### src/rtl/cmac_csb_pkg.sv
// Shared definitions for the CMAC CSB register initiator.
// Covers the CSB request/response packet layout, the FSM states and the byte-offset shift.
package cmac_csb_pkg;

    localparam int unsigned ReqWidth       = 63;
    localparam int unsigned ReqAddrLsb     = 0;
    localparam int unsigned ReqAddrMsb     = 21;
    localparam int unsigned ReqWdatLsb     = 22;
    localparam int unsigned ReqWdatMsb     = 53;
    localparam int unsigned ReqWriteBit    = 54;
    localparam int unsigned ReqNpostedBit  = 55;
    localparam int unsigned ReqSrcprivBit  = 56;
    localparam int unsigned ReqWrbeLsb     = 57;
    localparam int unsigned ReqWrbeMsb     = 60;
    localparam int unsigned ReqLevelLsb    = 61;
    localparam int unsigned ReqLevelMsb    = 62;

    localparam int unsigned RespWidth       = 34;
    localparam int unsigned RespRdatMsb     = 31;
    localparam int unsigned RespErrorBit    = 32;
    localparam int unsigned RespWriteAckBit = 33;
    localparam logic        RespIsWriteAck  = 1'b1;
    localparam logic        RespIsReadData  = 1'b0;

    localparam int unsigned DataWidth      = 32;
    localparam int unsigned OffsetWidth    = 12;
    localparam int unsigned OffsetAddrBits = 10;
    localparam int unsigned OffsetShift    = 2;

    typedef enum logic [1:0] {
        StIdle   = 2'd0,
        StAccess = 2'd1,
        StResp   = 2'd2
    } csb_state_e;

    // The error bit is never raised by this slice.
    function automatic logic [RespWidth-1:0] make_resp(input logic                 is_write_ack,
                                                       input logic [DataWidth-1:0] rdat);
        logic [RespWidth-1:0] pd;
        pd                  = '0;
        pd[RespRdatMsb:0]   = rdat;
        pd[RespErrorBit]    = 1'b0;
        pd[RespWriteAckBit] = is_write_ack;
        return pd;
    endfunction

endpackage

### src/rtl/cmac_csb_reg_initiator.sv
// Converts one CSB request at a time into a single-cycle register access on the CMAC
// responders and returns the CSB response two cycles after acceptance.
module cmac_csb_reg_initiator
    import cmac_csb_pkg::*;
(
    input  logic                   nvdla_core_clk,
    input  logic                   nvdla_core_rstn,
    input  logic                   csb2cmac_req_pvld,
    output logic                   csb2cmac_req_prdy,
    input  logic [ReqWidth-1:0]    csb2cmac_req_pd,
    output logic                   cmac2csb_resp_valid,
    output logic [RespWidth-1:0]   cmac2csb_resp_pd,
    output logic [OffsetWidth-1:0] reg_offset,
    output logic [DataWidth-1:0]   reg_wr_data,
    output logic                   reg_wr_en,
    input  logic [DataWidth-1:0]   reg_rd_data
);

    csb_state_e             state_q, state_d;
    logic [OffsetWidth-1:0] reg_offset_q, reg_offset_d;
    logic [DataWidth-1:0]   reg_wr_data_q, reg_wr_data_d;
    logic                   write_q, write_d;
    logic                   nposted_q, nposted_d;
    logic [DataWidth-1:0]   rdat_q, rdat_d;
    logic                   accept;

    // Routing bits, byte enables, privilege and level carry no meaning here.
    logic unused_req_fields;
    assign unused_req_fields = ^{csb2cmac_req_pd[ReqAddrMsb:OffsetAddrBits],
                                 csb2cmac_req_pd[ReqLevelMsb:ReqLevelLsb],
                                 csb2cmac_req_pd[ReqWrbeMsb:ReqWrbeLsb],
                                 csb2cmac_req_pd[ReqSrcprivBit]};

    assign accept = (state_q == StIdle) && csb2cmac_req_pvld;

    always_ff @(posedge nvdla_core_clk or negedge nvdla_core_rstn) begin
        if (!nvdla_core_rstn) begin
            state_q <= StIdle;
        end else begin
            state_q <= state_d;
        end
    end

    always_comb begin
        state_d = state_q;
        unique case (state_q)
            StIdle:   if (csb2cmac_req_pvld) state_d = StAccess;
            StAccess: state_d = StResp;
            StResp:   state_d = StIdle;
            default:  state_d = StIdle;
        endcase
    end

    always_ff @(posedge nvdla_core_clk or negedge nvdla_core_rstn) begin
        if (!nvdla_core_rstn) begin
            reg_offset_q  <= '0;
            reg_wr_data_q <= '0;
            write_q       <= 1'b0;
            nposted_q     <= 1'b0;
            rdat_q        <= '0;
        end else begin
            reg_offset_q  <= reg_offset_d;
            reg_wr_data_q <= reg_wr_data_d;
            write_q       <= write_d;
            nposted_q     <= nposted_d;
            rdat_q        <= rdat_d;
        end
    end

    always_comb begin
        reg_offset_d  = reg_offset_q;
        reg_wr_data_d = reg_wr_data_q;
        write_d       = write_q;
        nposted_d     = nposted_q;
        rdat_d        = rdat_q;
        if (accept) begin
            reg_offset_d  = OffsetWidth'(csb2cmac_req_pd[OffsetAddrBits-1:0]) << OffsetShift;
            reg_wr_data_d = csb2cmac_req_pd[ReqWdatMsb:ReqWdatLsb];
            write_d       = csb2cmac_req_pd[ReqWriteBit];
            nposted_d     = csb2cmac_req_pd[ReqNpostedBit];
        end
        // Responder read data is only meaningful while the offset is presented.
        if ((state_q == StAccess) && !write_q) begin
            rdat_d = reg_rd_data;
        end
    end

    always_comb begin
        csb2cmac_req_prdy   = (state_q == StIdle);
        reg_offset          = reg_offset_q;
        reg_wr_data         = reg_wr_data_q;
        reg_wr_en           = (state_q == StAccess) && write_q;
        cmac2csb_resp_valid = (state_q == StResp) && (!write_q || nposted_q);
        cmac2csb_resp_pd    = '0;
        if (cmac2csb_resp_valid) begin
            cmac2csb_resp_pd = write_q ? make_resp(RespIsWriteAck, '0)
                                       : make_resp(RespIsReadData, rdat_q);
        end
    end

endmodule

### config.mk
export PLATFORM = sky130hd
export DESIGN_NAME = cmac_csb_reg_initiator
export DESIGN_NICKNAME = d
export VERILOG_FILES = /design/src/rtl/cmac_csb_pkg.sv /design/src/rtl/cmac_csb_reg_initiator.sv
export SDC_FILE = /design/constraint.sdc
export NUM_CORES = 1
export LEC_CHECK = 0
export ABC_CLOCK_PERIOD_IN_PS = 1850
export BUFFER_PORTS_ARGS = -buffer_cell sky130_fd_sc_hd__buf_2
export CAP_MARGIN = 30
export CORE_ASPECT_RATIO = 0.7
export CORE_UTILIZATION = 40
export CTS_CLUSTER_SIZE = 30
export DETAILED_ROUTE_END_ITERATION = 10
export PLACE_DENSITY = 0.84
export SLEW_MARGIN = 0
export SYNTH_ARGS = -nofsm -noshare
export SYNTH_HDL_FRONTEND = slang
export SYNTH_SLANG_ARGS = --single-unit
### constraint.sdc
create_clock -name nvdla_core_clk -period 1.85 [get_ports nvdla_core_clk]
set_input_delay 0 -clock nvdla_core_clk [delete_from_list [all_inputs] [get_ports nvdla_core_clk]]
set_output_delay 0 -clock nvdla_core_clk [all_outputs]
set_load 0.05 [all_outputs]
==> flow_metrics.env, run 1 <==
export IMPL_status="complete, no violations"
export IMPL_worstHoldPathCells=3
export IMPL_grt_antenna_before_repair=0
export IMPL_worst_ep_arrival_time_ns=1.73
export IMPL_combinational_family_with_the_most_area_after_synthesis="multiplexers"
export IMPL_global_route_total_usage_across_every_layer_pct=21.1
export IMPL_synthDistinctLibCells=13
export IMPL_cp_start_kind="flip-flop"
export IMPL_worst_setup_path_startpoint="state_q[0]"
export IMPL_fmax_mhz=578
export IMPL_layout_cells_most_common="sky130_fd_sc_hd__buf_2"
export IMPL_synthXorXnorAreaFrac_pct=0
export IMPL_synthSimpleGateAreaFrac_pct=8.45
export IMPL_gp_congestion=0.733
export IMPL_yosysWarningCount=0
export IMPL_synthDominantCellAreaShare_pct=61.6
export IMPL_clock_skew_final_ns=0.00537
export IMPL_grt_max_degree=42
export IMPL_hold_path_startpoint="csb2cmac_req_pvld"
export IMPL_synth_mux_area_share_pct=27.0
export IMPL_r2r_end="reg_offset[9]"
export IMPL_placement_io_buffers=156
export IMPL_floorplan_rows=26
export IMPL_die_area_um2=8290
export IMPL_detailedPlace_worstSlack_ns=0.321
export IMPL_clk_insertion_delay_late_ns=0.32
export IMPL_power_density_nw_per_um2=1330
export IMPL_tritoncts_num_buffers=9
export IMPL_post_route_drc_count=0
export IMPL_path_clk_slew_ns=0.06
export IMPL_cp_max_fanout=32
export IMPL_timing_slew_headroom_pct=64.8
export IMPL_drt_total_wl_um=8430
export IMPL_syn_instance_count=210
export IMPL_layout_common_cells="sky130_fd_sc_hd__buf_2 (155), sky130_fd_sc_hd__dlygate4sd3_1 (77), sky130_fd_sc_hd__dfrtp_1 (77)"
export IMPL_critical_path_class="flip-flop to output pin"
export IMPL_h_tree_depth=3
export IMPL_layout_nets=545
export IMPL_via_count=2566
export IMPL_power_ir_vdd_worst_v=0.000764
export IMPL_synth_compound_area_share_pct=0
export IMPL_initial_utilization_pct=42.4
export IMPL_postCtsSetupBuffers=0
export IMPL_chip_width_um=108
export IMPL_min_path_type="input pin to flip-flop"
export IMPL_endpoint_kind="output pin"
export IMPL_r2r_setup_slack_ns=0.34
export IMPL_grt_first_pass_wirelength_um=13400
export IMPL_timing_final_ws_setup_ns=0.119
export IMPL_yosys_register_bits=78
export IMPL_p_leak_nw=2.49
export IMPL_ant_nets=0
export IMPL_post_synth_main_area_contributors="sky130_fd_sc_hd__dfrtp_1 (62%), sky130_fd_sc_hd__mux2_2 (26%), sky130_fd_sc_hd__and2_1 (6.5%), sky130_fd_sc_hd__buf_4 (2.4%), sky130_fd_sc_hd__mux2_1 (0.71%)"
export IMPL_drive_gt1_share_pct=56.4
export IMPL_diodes=0
export IMPL_drtPass1Iterations=4
export IMPL_post_synth_cell_area_avg_um2=15.1
export IMPL_yosys_area_share_adder_pct=0
export IMPL_tns_ns=0
export IMPL_viasPerCell=4.67
export IMPL_synth_area_um2=3170
export IMPL_detailedRoute_firstIterationViolations=75
export IMPL_placeableCoreArea_um2=7480
export IMPL_fp_dieH_um=76.5
export IMPL_timing_worst_slew_pin_value_ns=0.528
export IMPL_synth_top_area_cell="sky130_fd_sc_hd__dfrtp_1"
export IMPL_ios=179
export IMPL_cts_sink_count=78
export IMPL_maxSlewViolCount=0
export IMPL_timing_final_crit_period_ns=1.73
export IMPL_hold_viol=0
export IMPL_tritoncts="built"
export IMPL_syn_to_final_growth_pct=61.9
export IMPL_grt_overflow_total=0
export IMPL_cts_root_buf="sky130_fd_sc_hd__clkbuf_16"
export IMPL_ys_seq_area_share_pct=61.6
export IMPL_worst_r2r_cell_count=3
export IMPL_r2r_startpoint="state_q[1]"
export IMPL_post_drt_wl_per_cell_um=15.3
export IMPL_crit_path_end="cmac2csb_resp_pd[31]"
export IMPL_timing_max_cap_violations=0
export IMPL_setup_violations_final=0
export IMPL_fin_crit_sh_pct=93.6
export IMPL_dp_hpwl_um=4830
export IMPL_clock_tree_buffer_depth=2
export IMPL_worst_ep_required_time_ns=1.85
export IMPL_first_global_vias=2856
export IMPL_rsz0062_at_grt="no"
-- stage by stage --
step | instance area [um^2] | hold WS [ns] | utilization, % | instances | power, mW
global route | 5130 | 0.190 | 68.6 | 550 | 7.17
finish | 5130 | 0.183 | 68.6 | 550 | 6.83
CTS | 5130 | 0.180 | 68.6 | 550 | 6.84
global placement | 4080 | -0.00276 | 54.6 | 457 | 5.01
detailed placement | 4080 | 0.0150 | 54.6 | 457 | 5.12
floorplan | 3180 | -0.296 | - | 212 | 4.46
-- worst max-delay path: stages, from the launching register on --
cell and delay (ns):
sky130_fd_sc_hd__dfrtp_1 0.46, sky130_fd_sc_hd__nor3b_2 0.20, sky130_fd_sc_hd__buf_4 0.27, sky130_fd_sc_hd__and2_1 0.20, sky130_fd_sc_hd__buf_2 0.27
-- power breakdown --
part           switching, mW  internal, mW  leakage, nW  total (mW)
clock                  0.642         0.936        0.130        1.58
sequential             0.323          2.32        0.914        2.64
combinational           1.66         0.951         1.45        2.61
-- per-layer routing --
layer | wire [um] | track usage (%) | vias to the layer above | part of all wire [%]
met3 | 778 | 7.96 | 16 | 9.2
met1 | 3300 | 22.9 | 1229 | 39
met2 | 4200 | 37.3 | 131 | 50
li1 | - | - | 1190 | -
met4 | 146 | 7.16 | 0 | 1.7
met5 | 0 | 0 | - | 0
-- worst min path at each step --
stage | endpoint | slack (ns)
floorplan | nposted_q | -0.30
global placement | rdat_q[12] | -0.003
detailed placement | rdat_q[14] | 0.02
CTS | state_q[0] | 0.18
global route | state_q[0] | 0.19
finish | state_q[0] | 0.18
-- area by class of cell --
| class | instances | area [um^2] |
|---|---|---|
| clock buffers | 10 | 239 |
| clock inverters | 6 | 37.5 |
| fillers | 517 | 2350 |
| multi-input cells | 120 | 1150 |
| flip-flops and latches | 78 | 1950 |
| well taps | 98 | 123 |
| repair buffers | 238 | 1630 |
-- cell families (layout without fill, tap and decap cells) --
kind of cell / count (synthesis) / in the layout
flops: 78 / 78
simple gates: 41 / 41
mux: 76 / 76
buf+inv: 14 / 254
other cells: 1 / 3
-- sequential cells by signal, summed over array words and instances, names as in the netlist --
name	cells
nposted_q	1
rdat_q	32
reg_offset	10
reg_wr_data	32
state_q	2
write_q	1
-- synthesized netlist by cell type (all sizes together) --
| master | instances |
|---|---|
| nor3b | 4 |
| and2 | 33 |
| and4b | 1 |
| nor2 | 1 |
| conb | 1 |
| buf | 11 |
| mux2 | 76 |
| clkbuf | 3 |
| nor2b | 2 |
| dfrtp | 78 |
-- timing repair --
action / in CTS / in global routing
hold buffers: 77 / 0
gates resized for setup: 0 / 1
endpoints found under the setup margin: 0 / 15
hold endpoints to repair: 116 / 0
Note: power is estimated with default switching activity, not from simulation.
==> inputs of run 2 (changes only) <==
--- a/config.mk
+++ b/config.mk
@@ -10,8 +10,10 @@
 export CAP_MARGIN = 30
 export CORE_ASPECT_RATIO = 0.7
 export CORE_UTILIZATION = 40
+export CTS_BUF_LIST = sky130_fd_sc_hd__clkbuf_4 sky130_fd_sc_hd__clkbuf_8 sky130_fd_sc_hd__clkbuf_16
 export CTS_CLUSTER_SIZE = 30
 export DETAILED_ROUTE_END_ITERATION = 10
+export GPL_ROUTABILITY_DRIVEN = 0
 export PLACE_DENSITY = 0.84
 export SLEW_MARGIN = 0
 export SYNTH_ARGS = -nofsm -noshare
==> constraint.sdc (replaced) <==
create_clock -name nvdla_core_clk -period 1.85 [get_ports nvdla_core_clk]
set_input_delay 0.37 -clock nvdla_core_clk [delete_from_list [all_inputs] [get_ports nvdla_core_clk]]
set_output_delay 0.37 -clock nvdla_core_clk [all_outputs]
set_load 0.05 [all_outputs]
==> flow_metrics.env, run 2 (same netlist as run 1, synthesis figures left out) <==
export IMPL_status="finished, violations left"
export IMPL_violations="setup timing"
export IMPL_post_drt_wl_per_cell_um=13.9
export IMPL_cts_root_buf="sky130_fd_sc_hd__clkbuf_16"
export IMPL_dpl_cell_count=460
export IMPL_viasPerCell=4.70
export IMPL_worst_ep_required_time_ns=1.48
export IMPL_via_count=2241
export IMPL_grt_overflow_total=0
export IMPL_path_clk_slew_ns=0.06
export IMPL_timing_final_ws_setup_ns=-0.00596
export IMPL_cts_hold_fix_buffers=0
export IMPL_grt_first_pass_wirelength_um=11000
export IMPL_grt_antenna_before_repair=0
export IMPL_power_ir_vdd_worst_v=0.000718
export IMPL_power_density_nw_per_um2=1490
export IMPL_drtPass1Iterations=3
export IMPL_h_tree_depth=3
export IMPL_whs_ns=0.00375
export IMPL_layout_nets=472
export IMPL_fin_crit_sh_pct=100
export IMPL_postLayoutCoreUtil_pct=62.2
export IMPL_design_power_total_mw=6.95
export IMPL_ios=179
export IMPL_critical_path_slowest_cell="sky130_fd_sc_hd__dfrtp_1"
export IMPL_tritoncts_num_buffers=9
export IMPL_critical_path_class="flip-flop to output pin"
export IMPL_cp_max_fanout=32
export IMPL_placement_io_buffers=156
export IMPL_chip_width_um=108
export IMPL_clock_tree_buffer_depth=2
export IMPL_ant_nets=0
export IMPL_floorplan_rows=26
export IMPL_layout_cells_most_common="sky130_fd_sc_hd__buf_2"
export IMPL_layout_common_cells="sky130_fd_sc_hd__buf_2 (121), sky130_fd_sc_hd__dfrtp_1 (78), sky130_fd_sc_hd__mux2_2 (74)"
export IMPL_diodes=0
export IMPL_endpoint_kind="output pin"
export IMPL_layoutNonFillerInstCount=477
export IMPL_die_area_um2=8290
export IMPL_tritoncts="built"
export IMPL_p_leak_nw=2.24
export IMPL_rsz0062_at_grt="yes"
export IMPL_global_route_total_usage_across_every_layer_pct=17.1
export IMPL_drt_total_wl_um=6610
export IMPL_post_route_drc_count=0
export IMPL_first_global_vias=2353
export IMPL_initial_utilization_pct=42.4
export IMPL_maxSlewViolCount=0
export IMPL_hold_viol=0
export IMPL_drive_gt1_share_pct=68.9
export IMPL_cp_start_kind="flip-flop"
export IMPL_grt_max_degree=43
export IMPL_placeableCoreArea_um2=7480
export IMPL_cts_sink_count=78
export IMPL_setup_violations_final=1
export IMPL_slowest_delay_ns=0.40
export IMPL_fmax_mhz=539
export IMPL_clock_skew_final_ns=0.00506
export IMPL_fp_dieH_um=76.5
export IMPL_detailedPlace_worstSlack_ns=0.201
export IMPL_min_path_type="input pin to async pin"
export IMPL_clk_insertion_delay_late_ns=0.32
export IMPL_syn_to_final_growth_pct=46.9
export IMPL_timing_critical_path_cells="nor3b_4, buf_12, and2_1, buf_6"
export IMPL_timing_max_cap_violations=0
export IMPL_dp_hpwl_um=4770
export IMPL_worst_ep_arrival_time_ns=1.49
export IMPL_detailedRoute_firstIterationViolations=62
export IMPL_timing_final_crit_period_ns=1.86
==> run 2: cell count changes in the layout (fill, tap and decap cells not counted), sizes merged <==
cell         before  now
dlygate4sd3      77    0
buf             161  164
clkbuf           10   12
bufinv            0    1
clkinv            3    2
clkinvlp          3    2
==> run 2: final cells by class <==
cell class,count,area [um^2]
repair buffers,165,1110
flip-flops and latches,78,1950
multi-input cells,120,1170
well taps,98,123
fillers,560,2830
clock buffers,11,246
clock inverters,5,58.8
==> run 2: metrics by stage <==
stage               instance area (um^2)  setup TNS (ns)
finish                              4660        -0.00596
global route                        4660           -2.58
CTS                                 4640          -0.451
detailed placement                  4120               0
global placement                    4120               0
floorplan                           3180               0
==> run 2: report_power, final <==
group | internal (mW) | switching [mW]
combinational | 0.954 | 1.64
sequential | 2.32 | 0.286
clock | 1.10 | 0.660
total | 4.37 | 2.58
==> run 2: critical path, delay by kind of cell (launching register included) <==
| family | cells | cell delay [ns] |
|---|---|---|
| simple gates | 2 | 0.39 |
| flops | 1 | 0.40 |
| buf+inv | 2 | 0.34 |
==> run 2: path summary, 6_finish.rpt <==
path	end	slack [ns]	startpoint	cells after the start
min	rdat_q[19]	0.004	nvdla_core_rstn	1
max reg2reg	reg_offset[7]	0.21	state_q[0]	4
max	cmac2csb_resp_pd[15]	-0.006	state_q[0]	4
max in group asynchronous	rdat_q[25]	1.26	nvdla_core_rstn	2
min in group nvdla_core_clk	rdat_q[4]	0.27	reg_rd_data[4]	2
min reg2reg	rdat_q[5]	0.48	rdat_q[5]	1
==> run 2: per-layer routing <==
layer  global-route usage (%)  vias to the layer above  share of wire, %
met5                        0                        -                 0
met4                     4.86                        0               1.1
met3                     7.53                        9                10
met2                     27.5                      111                47
met1                     20.6                     1074                42
li1                         -                     1047                 -
==> run 2: timing repair <==
item | in CTS | in global routing
buffers inserted | 1 | 0
setup endpoints to repair | 32 | 34
gates resized for setup | 65 | 6
